`config.mk`:
```
export PLATFORM = sky130hd
export DESIGN_NAME = upbus_arb2
export DESIGN_NICKNAME = d
export VERILOG_FILES = /design/src/rtl/upbus_arb2.sv
export SDC_FILE = /design/constraint.sdc
export NUM_CORES = 1
export LEC_CHECK = 0
export ABC_AREA = 1
export CAP_MARGIN = 0
export CELL_PAD_IN_SITES_DETAIL_PLACEMENT = 1
export CELL_PAD_IN_SITES_GLOBAL_PLACEMENT = 1
export CORE_MARGIN = 3
export CORE_UTILIZATION = 32
export CTS_BUF_LIST = sky130_fd_sc_hd__clkbuf_8
export DETAILED_ROUTE_END_ITERATION = 6
export GPL_TIMING_DRIVEN = 0
export PLACE_DENSITY_LB_ADDON = 0.12
export SYNTH_ARGS = -nofsm -noshare
export SYNTH_HDL_FRONTEND = slang
export SYNTH_SLANG_ARGS = --single-unit
```
`constraint.sdc`:
```
create_clock -name sclk -period 2.59 [get_ports sclk]
set_input_delay 0.3885 -clock sclk [delete_from_list [all_inputs] [get_ports sclk]]
set_output_delay 0.3885 -clock sclk [all_outputs]
set_load 0.01 [all_outputs]
```
`src/rtl/upbus_arb2.sv`:
```
// upbus_arb2: two-master round-robin arbiter for the 32-bit internal up_* bus.
// Master 0 is the CPLD host bridge (active-low level request) and master 1 is the
// internal init/config sequencer (active-high level request). Every slave-side
// strobe is registered. A no-response watchdog completes hung accesses with a
// 32'hCAFECAFE read pattern and logs the address of the first one.
//
// Handshake: a master raises its request level together with a stable command and
// holds it until its 1-cycle mX_rdy pulse, then releases it. A request that stays
// asserted after its rdy is not served again until it has been released for at
// least one cycle. Dropping the request before rdy aborts the access with no rdy.
module upbus_arb2 #(
    parameter int                TOUT_W   = 12,
    parameter logic [TOUT_W-1:0] TOUT_CYC = 12'hFFF
) (
    input  logic        sclk,
    input  logic        rst_,
    // master 0: CPLD host bridge
    input  logic        m0_cs_,
    input  logic        m0_rnw,
    input  logic [23:0] m0_addr,
    input  logic [31:0] m0_wrd,
    output logic [31:0] m0_rdd,
    output logic        m0_rdy,
    // master 1: internal sequencer
    input  logic        m1_req,
    input  logic        m1_rnw,
    input  logic [23:0] m1_addr,
    input  logic [31:0] m1_wrd,
    output logic [31:0] m1_rdd,
    output logic        m1_rdy,
    // slave side
    output logic        up_cs_,
    output logic        up_rd,
    output logic        up_wr,
    output logic        up_rnw,
    output logic [23:0] up_addr,
    output logic [31:0] up_wrd,
    input  logic [31:0] up_rdd,
    input  logic        up_rdy,
    // status
    output logic [1:0]  gnt,
    output logic        tout_err,
    output logic [23:0] tout_addr,
    input  logic        tout_clr,
    // arbiter state for debug/checkers: 0 IDLE, 1 GNT0, 2 GNT1, 3 DONE
    output logic [1:0]  dbg_state
);

    typedef enum logic [1:0] {
        S_IDLE = 2'd0,
        S_GNT0 = 2'd1,
        S_GNT1 = 2'd2,
        S_DONE = 2'd3
    } state_t;

    localparam logic [TOUT_W-1:0] WD_LAST = TOUT_CYC - {{(TOUT_W-1){1'b0}}, 1'b1};
    localparam logic [31:0]       TOUT_PATTERN = 32'hCAFECAFE;

    state_t             r_state;
    state_t             w_next_state;

    logic               r_up_cs_;
    logic               r_up_rd;
    logic               r_up_wr;
    logic [23:0]        r_up_addr;
    logic [31:0]        r_up_wrd;
    logic [31:0]        r_m0_rdd;
    logic [31:0]        r_m1_rdd;
    logic               r_m0_rdy;
    logic               r_m1_rdy;
    logic [1:0]         r_gnt;
    logic               r_last;      // 1 = master 1 was granted last
    logic               r_served0;
    logic               r_served1;
    logic [TOUT_W-1:0]  r_wd;
    logic               r_tout_err;
    logic [23:0]        r_tout_addr;

    logic               w_req0;
    logic               w_req1;
    logic               w_own_req;
    logic               w_grant0;
    logic               w_grant1;
    logic               w_cmpl;
    logic               w_tout;
    logic               w_abort;
    logic               w_end;
    logic               w_own1;

    // A request counts only until it has been served once in its current assertion
    assign w_req0 = !m0_cs_ && !r_served0;
    assign w_req1 = m1_req && !r_served1;
    assign w_own1 = (r_state == S_GNT1);
    assign w_end  = w_abort || w_cmpl || w_tout;

    // State register
    always_ff @(posedge sclk or negedge rst_) begin
        if (!rst_) r_state <= S_IDLE;
        else       r_state <= w_next_state;
    end

    // Next-state logic
    always_comb begin
        w_next_state = r_state;
        case (r_state)
            S_IDLE: begin
                if (w_grant0)      w_next_state = S_GNT0;
                else if (w_grant1) w_next_state = S_GNT1;
            end
            S_GNT0, S_GNT1: begin
                if (w_end) w_next_state = S_DONE;
            end
            S_DONE:  w_next_state = S_IDLE;
            default: w_next_state = S_IDLE;
        endcase
    end

    // Event decode: grant choice in IDLE, end-of-access reason in GNT.
    // Abort beats slave completion, and completion beats watchdog expiry.
    always_comb begin
        w_grant0  = 1'b0;
        w_grant1  = 1'b0;
        w_cmpl    = 1'b0;
        w_tout    = 1'b0;
        w_abort   = 1'b0;
        w_own_req = w_own1 ? m1_req : !m0_cs_;
        case (r_state)
            S_IDLE: begin
                if (w_req0 && w_req1) begin
                    w_grant0 = r_last;
                    w_grant1 = !r_last;
                end else begin
                    w_grant0 = w_req0;
                    w_grant1 = w_req1;
                end
            end
            S_GNT0, S_GNT1: begin
                if (!w_own_req)           w_abort = 1'b1;
                else if (up_rdy)          w_cmpl  = 1'b1;
                else if (r_wd == WD_LAST) w_tout  = 1'b1;
            end
            default: ;
        endcase
    end

    // Slave strobes, grant, master return path and watchdog
    always_ff @(posedge sclk or negedge rst_) begin
        if (!rst_) begin
            r_up_cs_  <= 1'b1;
            r_up_rd   <= 1'b0;
            r_up_wr   <= 1'b0;
            r_up_addr <= 24'h0;
            r_up_wrd  <= 32'h0;
            r_m0_rdd  <= 32'h0;
            r_m1_rdd  <= 32'h0;
            r_m0_rdy  <= 1'b0;
            r_m1_rdy  <= 1'b0;
            r_gnt     <= 2'b00;
            r_last    <= 1'b1;
            r_wd      <= '0;
        end else begin
            r_m0_rdy <= 1'b0;
            r_m1_rdy <= 1'b0;
            if (w_grant0 || w_grant1) begin
                r_up_cs_  <= 1'b0;
                r_up_addr <= w_grant1 ? m1_addr : m0_addr;
                r_up_wrd  <= w_grant1 ? m1_wrd  : m0_wrd;
                r_up_rd   <= w_grant1 ? m1_rnw  : m0_rnw;
                r_up_wr   <= w_grant1 ? !m1_rnw : !m0_rnw;
                r_gnt     <= {w_grant1, w_grant0};
                r_last    <= w_grant1;
                r_wd      <= '0;
            end else if (w_end) begin
                r_up_cs_ <= 1'b1;
                r_up_rd  <= 1'b0;
                r_up_wr  <= 1'b0;
                r_gnt    <= 2'b00;
                if (w_cmpl || w_tout) begin
                    if (w_own1) r_m1_rdy <= 1'b1;
                    else        r_m0_rdy <= 1'b1;
                end
                // writes leave the previous read data in place
                if (w_tout) begin
                    if (w_own1) r_m1_rdd <= TOUT_PATTERN;
                    else        r_m0_rdd <= TOUT_PATTERN;
                end else if (w_cmpl && r_up_rd) begin
                    if (w_own1) r_m1_rdd <= up_rdd;
                    else        r_m0_rdd <= up_rdd;
                end
            end else if (r_state == S_GNT0 || r_state == S_GNT1) begin
                r_wd <= r_wd + 1'b1;
            end
        end
    end

    // Served flags: released request always clears, rdy pulse marks it served
    always_ff @(posedge sclk or negedge rst_) begin
        if (!rst_) begin
            r_served0 <= 1'b0;
            r_served1 <= 1'b0;
        end else begin
            if (m0_cs_)        r_served0 <= 1'b0;
            else if (r_m0_rdy) r_served0 <= 1'b1;
            if (!m1_req)       r_served1 <= 1'b0;
            else if (r_m1_rdy) r_served1 <= 1'b1;
        end
    end

    // Sticky timeout log; a timeout outranks a simultaneous clear and reloads the address
    always_ff @(posedge sclk or negedge rst_) begin
        if (!rst_) begin
            r_tout_err  <= 1'b0;
            r_tout_addr <= 24'h0;
        end else if (w_tout) begin
            r_tout_err <= 1'b1;
            if (!r_tout_err || tout_clr) r_tout_addr <= r_up_addr;
        end else if (tout_clr) begin
            r_tout_err  <= 1'b0;
            r_tout_addr <= 24'h0;
        end
    end

    assign up_cs_    = r_up_cs_;
    assign up_rd     = r_up_rd;
    assign up_wr     = r_up_wr;
    assign up_rnw    = r_up_rd;
    assign up_addr   = r_up_addr;
    assign up_wrd    = r_up_wrd;
    assign m0_rdd    = r_m0_rdd;
    assign m1_rdd    = r_m1_rdd;
    assign m0_rdy    = r_m0_rdy;
    assign m1_rdy    = r_m1_rdy;
    assign gnt       = r_gnt;
    assign tout_err  = r_tout_err;
    assign tout_addr = r_tout_addr;
    assign dbg_state = r_state;

endmodule

```
# Word level (Yosys, flattened, before mapping)
# Cells that the tools add are included.
[totals]
inputBits = 152
reg_bits = 169
[classes]
eq_ne = 9
n_mux = 57
add_sub_neg = 1
n_reduce_logical = 29
bitwise = 2
[ops]
columns = ["cell", "n"]
rows = [
  ["two-way mux 32 bit", 9],
  ["two-way mux 24 bit", 4],
  ["two-way mux 12 bit", 3],
  ["two-way mux 1 bit", 35],
  ["adder 12 x 1 -> 12 bit (second input constant)", 1],
  ["equality test 12 bit (second input constant)", 1],
  ["two-way mux 2 bit", 5],
  ["nonzero test 2 bit", 5],
  ["AND reduction 4 bit", 2],
  ["zero test 1 bit", 7],
  ["logical OR 1 bit", 6],
  ["!= test 2 x 1 -> 1 bit (second input constant)", 3],
  ["one-hot mux 2 bit (3 select lines)", 1],
  ["AND reduction 2 bit", 3],
  ["equality test 2 bit (second input constant)", 2],
  ["logical AND 1 bit", 4],
  ["!= test 3 bit (second input constant)", 1],
  ["equality test 2 x 1 -> 1 bit (second input constant)", 1],
  ["zero test 2 bit", 1],
  ["!= test 2 bit (second input constant)", 1],
  ["inverter 1 bit", 2],
  ["OR reduction 2 bit", 1],
]

# Longest topological paths before layout
# Gate-level depths: netlist of the first run.
[depth]
ltp_word = 9
mapped_depth = 13
ltp_nobuf = 11

# Worst setup path after synthesis of the first run
# No wires, ideal clock.
[synth_timing]
kind = "register -> register"
from = "register r_state[0] (netlist: dbg_state[0])"
to = "register r_m1_rdd[11] (netlist: m1_rdd[11])"
path_buffers = 3
path_stages_with_launch = 13
arrival_ns = 1.830
setup_slack_ns = 0.642
path_cell_list = "dfrtp_1 inv_1 ha_1 buf_2 nand3_1 nor2_1 nand3_4 nand2_1 buf_4 nand3_2 buf_2 nand2_1 nand2_1"
[synth_via]
elab_chain_cells = 7
word_cells_on_any_way = 21
classes_between = "eq/ne (2); mux (10); bitwise (1); reduce/logical (8)"
[synth_lines]
columns = ["item", "line", "rtl"]
rows = [
  ["from (decl)", "59", "state_t r_state;"],
  ["from (signal assigned)", "99", "else r_state <= w_next_state;"],
  ["equality test 2 bit", "93, 127", ""],
  ["two-way mux 1 bit", "126", "w_own_req = w_own1 ? m1_req : !m0_cs_;"],
  ["two-way mux 1 bit", "138", "if (!w_own_req) w_abort = 1'b1;"],
  ["two-way mux 1 bit", "127", "case (r_state)"],
  ["logical AND 1 bit or logical OR 1 bit (tied branches)", "186, 94", ""],
  ["nonzero test 2 bit (no source line) or logical OR 1 bit (tied branches)", "--", ""],
  ["AND reduction 4 bit (no source line)", "--", ""],
  ["to (signal assigned)", "187", "if (w_own1) r_m1_rdd <= up_rdd;"],
  ["to (decl)", "68", "logic [31:0] r_m1_rdd;"],
]
# Parallel ways exist; a longest one is shown, timed or not.
# A chain may end at the register's enable or synchronous reset.

# Worst setup path in the final report of the first run
[layout_timing]
from = "register r_state[1] (netlist: dbg_state[1])"
to = "register r_m1_rdd[9] (netlist: m1_rdd[9])"
# Same word-level chain as after synthesis.

==> results of run 1 <==
-- registers in the layout, indices dropped and copies added, names as in the netlist, 2 cells and up --
register   flops
m1_rdd        32
tout_addr     24
up_wrd        32
up_addr       24
dbg_state      2
gnt            2
m0_rdd        32
r_wd          12
-- repair_timing --
action	4_1_cts	5_1_grt
resized for setup	0	7
endpoints found under the hold margin	85	0
setup buffers	0	0
endpoints found under the setup margin	0	96
hold buffers	1	0
-- placed cells by master (no fill, tap or decap), types with 2 or more instances in the layout --
master / instances
nand3_1: 25
buf_1: 4
buf_4: 6
inv_8: 2
xor2_1: 6
a22oi_1: 23
o21ai_0: 87
xnor2_1: 4
inv_6: 4
clkdlybuf4s50_1: 305
nor2_2: 3
nand2_1: 306
buf_2: 26
dfrtp_1: 167
nor2_1: 62
a21oi_1: 29
inv_1: 67
a21boi_0: 10
clkinv_4: 3
dfstp_2: 2
nand4_1: 65
ha_1: 4
clkbuf_8: 18
clkbuf_1: 24
clkinvlp_4: 3
-- worst max-delay path, cell delays in order (launching register included) --
cell and delay, ns:
dfrtp_1 0.42, inv_1 0.06, ha_1 0.26, buf_2 0.18, nand3_1 0.08, nor2_1 0.22
nand3_4 0.19, nand2_1 0.12, buf_4 0.19, nand3_2 0.14, buf_2 0.23, nand2_1 0.10
nand2_1 0.07
-- metal layers --
layer | up-vias | GRT usage [%] | share of wire (%)
li1 | 3692 | - | -
met1 | 3710 | 27.1 | 42
met2 | 199 | 37.1 | 49
met3 | 11 | 7.44 | 7.9
met4 | 0 | 3.72 | 0.58
met5 | - | 0 | 0
-- where the power goes --
group          leakage, uW  switching [uW]  internal (uW)  total [uW]
Combinational      0.00309            3070           2540        5610
Sequential         0.00216             510           3530        4040
Clock             0.000196            1090            811        1900
Total              0.00545            4670           6880       11600
-- how the worst max path moves through the flow --
stage,from,to,slack [ns],depth (start not counted)
global route,dbg_state[0],m0_rdd[30],-0.03,11
global placement,rst_,up_wrd[18],-6.37,1
detailed placement,m0_cs_,m0_rdd[5],-0.21,10
CTS,dbg_state[0],m0_rdd[5],0.02,11
floorplan,dbg_state[0],m1_rdd[11],0.64,12
finish,dbg_state[1],m1_rdd[9],0.20,12
-- cells by family (layout without fill, tap and decap cells) --
family	count (synthesis)	count (layout)	synth area share [%]
simple gates	467	467	25.6
flops	169	169	54.8
compound gates	150	150	10.8
buf+inv	130	470	7.04
xor+xnor	10	10	1.13
fa+ha+maj	4	4	0.648
-- area by class of cell --
type,instances,share of cell area [%]
clock buffers,18,2.13
well taps,319,3.43
clock inverters,14,1.18
multi-input cells,631,25.4
repair buffers,308,26.7
flip-flops and latches,169,36.4
inverters,68,2.23
plain buffers,62,2.52
-- through the flow --
step                util (%)  instances
CTS                     49.2       1589
global placement        47.4       1555
global route            49.3       1589
finish                  49.3       1589
floorplan                  -        930
detailed placement      47.5       1556
==> metrics.md, run 1 <==
| Metric | Value |
|---|---|
| Post-synth top cells | `306 x nand2_1, 167 x dfrtp_1, 87 x o21ai_0, 66 x inv_1, 65 x nand4_1` |
| Synth top area cells | `dfrtp_1 54%, nand2_1 15%, o21ai_0 5.6%` |
| Design area | `11600 um^2` |
| Post-DP HPWL | `21.2 mm` |
| Deepest clock path buffer count | `2` |
| Post-synth top area share | `54.1%` |
| Fin crit period | `~2.4 ns` |
| Clk slew on worst S/H paths | `0.11 ns` |
| Multi-input gate area | `slightly below 3000 um^2` |
| CTS HTree Levels | `4` |
| Distinct cells, synth | `27` |
| Post-DRT Antenna Nets | `0` |
| Worst Hold Endpoint | `up_wrd[10]` |
| Post-synthesis cell area | `slightly below 8000 um^2` |
| Worst Setup Path Type | `reg -> reg` |
| Setup TNS | `0 ns` |
| Slew Limit Headroom | `53.0%` |
| Layout area overhead | `50.6%` |
| Ports | `307` |
| Count leader, synth | `nand2_1` |
| DR iter-0 viols | `356` |
| Hold WS | `0.465 ns` |
| Chip Width | `161 um` |
| Mean Syn Cell Area | `around 8.3 um^2` |
| R2R depth | `12` |
| R2R Path End | `m1_rdd[9]` |
| PortBufs | `306` |
| Final total power | `11600 uW` |
| Peak VDD IR | `358 uV` |
| Layout net count | `between 1000 and 1500` |
| Mapped Cells | `930` |
| Critical Path RT | `2.93 ns` |
| Ys async rst share | `100%` |
| Post-synth EDFFs | `0` |
| Global placer's final weighted congestion | `0.787` |
| Via count | `7612` |
| Pin count of the biggest net entering global routing | `87` |
| Result of the run | `completed` |
| Vias in the first global route | `8119` |
| CTS buffer count | `17` |
| Pwr/cell area | `about 990 nW/um^2` |
| Total of max-cap violations | `0` |
| Root buffer cell | `clkbuf_8` |
| Gr ovfl total | `0` |
| Die Height | `161 um` |
| Clk_skew | `0.0204 ns` |
| Worst-margin pin slew | `0.705 ns` |
| Worst slack, placed | `-0.214 ns` |
| Initial core utilization | `32.7%` |
| GRT Util Overall | `21.7%` |
| Register area | `4230 um^2` |
| Die footprint | `between 20000 and 30000 um^2` |
| Layout fillers | `2894` |
| Seq/Total Area, Yosys | `54.8%` |
| Worst setup EP type | `flop` |
| Syn Nets | `approximately 1100` |
| Residual DRC count | `0` |
| Drt pass-1 iters | `4` |
| Clk sinks | `169` |
| Fin. max-slew vios | `0` |
| Clk_lat worst skew | `0.46 ns` |
| Worst r2r src | `dbg_state[1]` |
| Layout cell share with drive strength beyond 1 | `just over 6%` |
| HP Class | `in -> reg` |
| First-pass GRT wire length | `44.7 mm` |
| Endpoints failing setup | `0` |
| Number of cell rows | `56` |
| Core area | `around 24000 um^2` |
| Area post-placement | `11200 um^2` |
| Crit path arrival time | `2.72 ns` |
| Hold_sp | `m1_wrd[10]` |
| RSZ-0062 raised after global routing | `true` |
| Yosys warnings | `0` |
| CTS tree | `done` |
| Post-Route WL | `28.0 mm` |
| FF+latch count, synth | `169` |
| Top_reg_cell synth | `dfrtp_1` |
| Worst-path fanout max | `10` |
| CP startpoint kind | `flop` |
| Setup ws final | `just over 0.2 ns` |
| Vias/cell | `between 4 and 5` |
| Initial antenna violation count | `0` |
| Post-synth top area cell | `dfrtp_1` |
| Hold Fails Final Rpt | `0` |
| Antenna cells | `0` |
| Hold Path Depth | `3` |
| Wirelength per Cell | `about 18 um` |
| Max Freq | `419 MHz` |
| Leakage Power | `0.00545 uW` |
| R2R Setup Slk | `0.20 ns` |
| Final worst-path cycle share | `92.2%` |
(Power assumes the default switching activity.)
==> run 2, diff against run 1 <==
CTS_CLUSTER_DIAMETER = 30   (was unset)
==> results of run 2 <==
Final layout, timing and power as in run 1 (identical DEF).
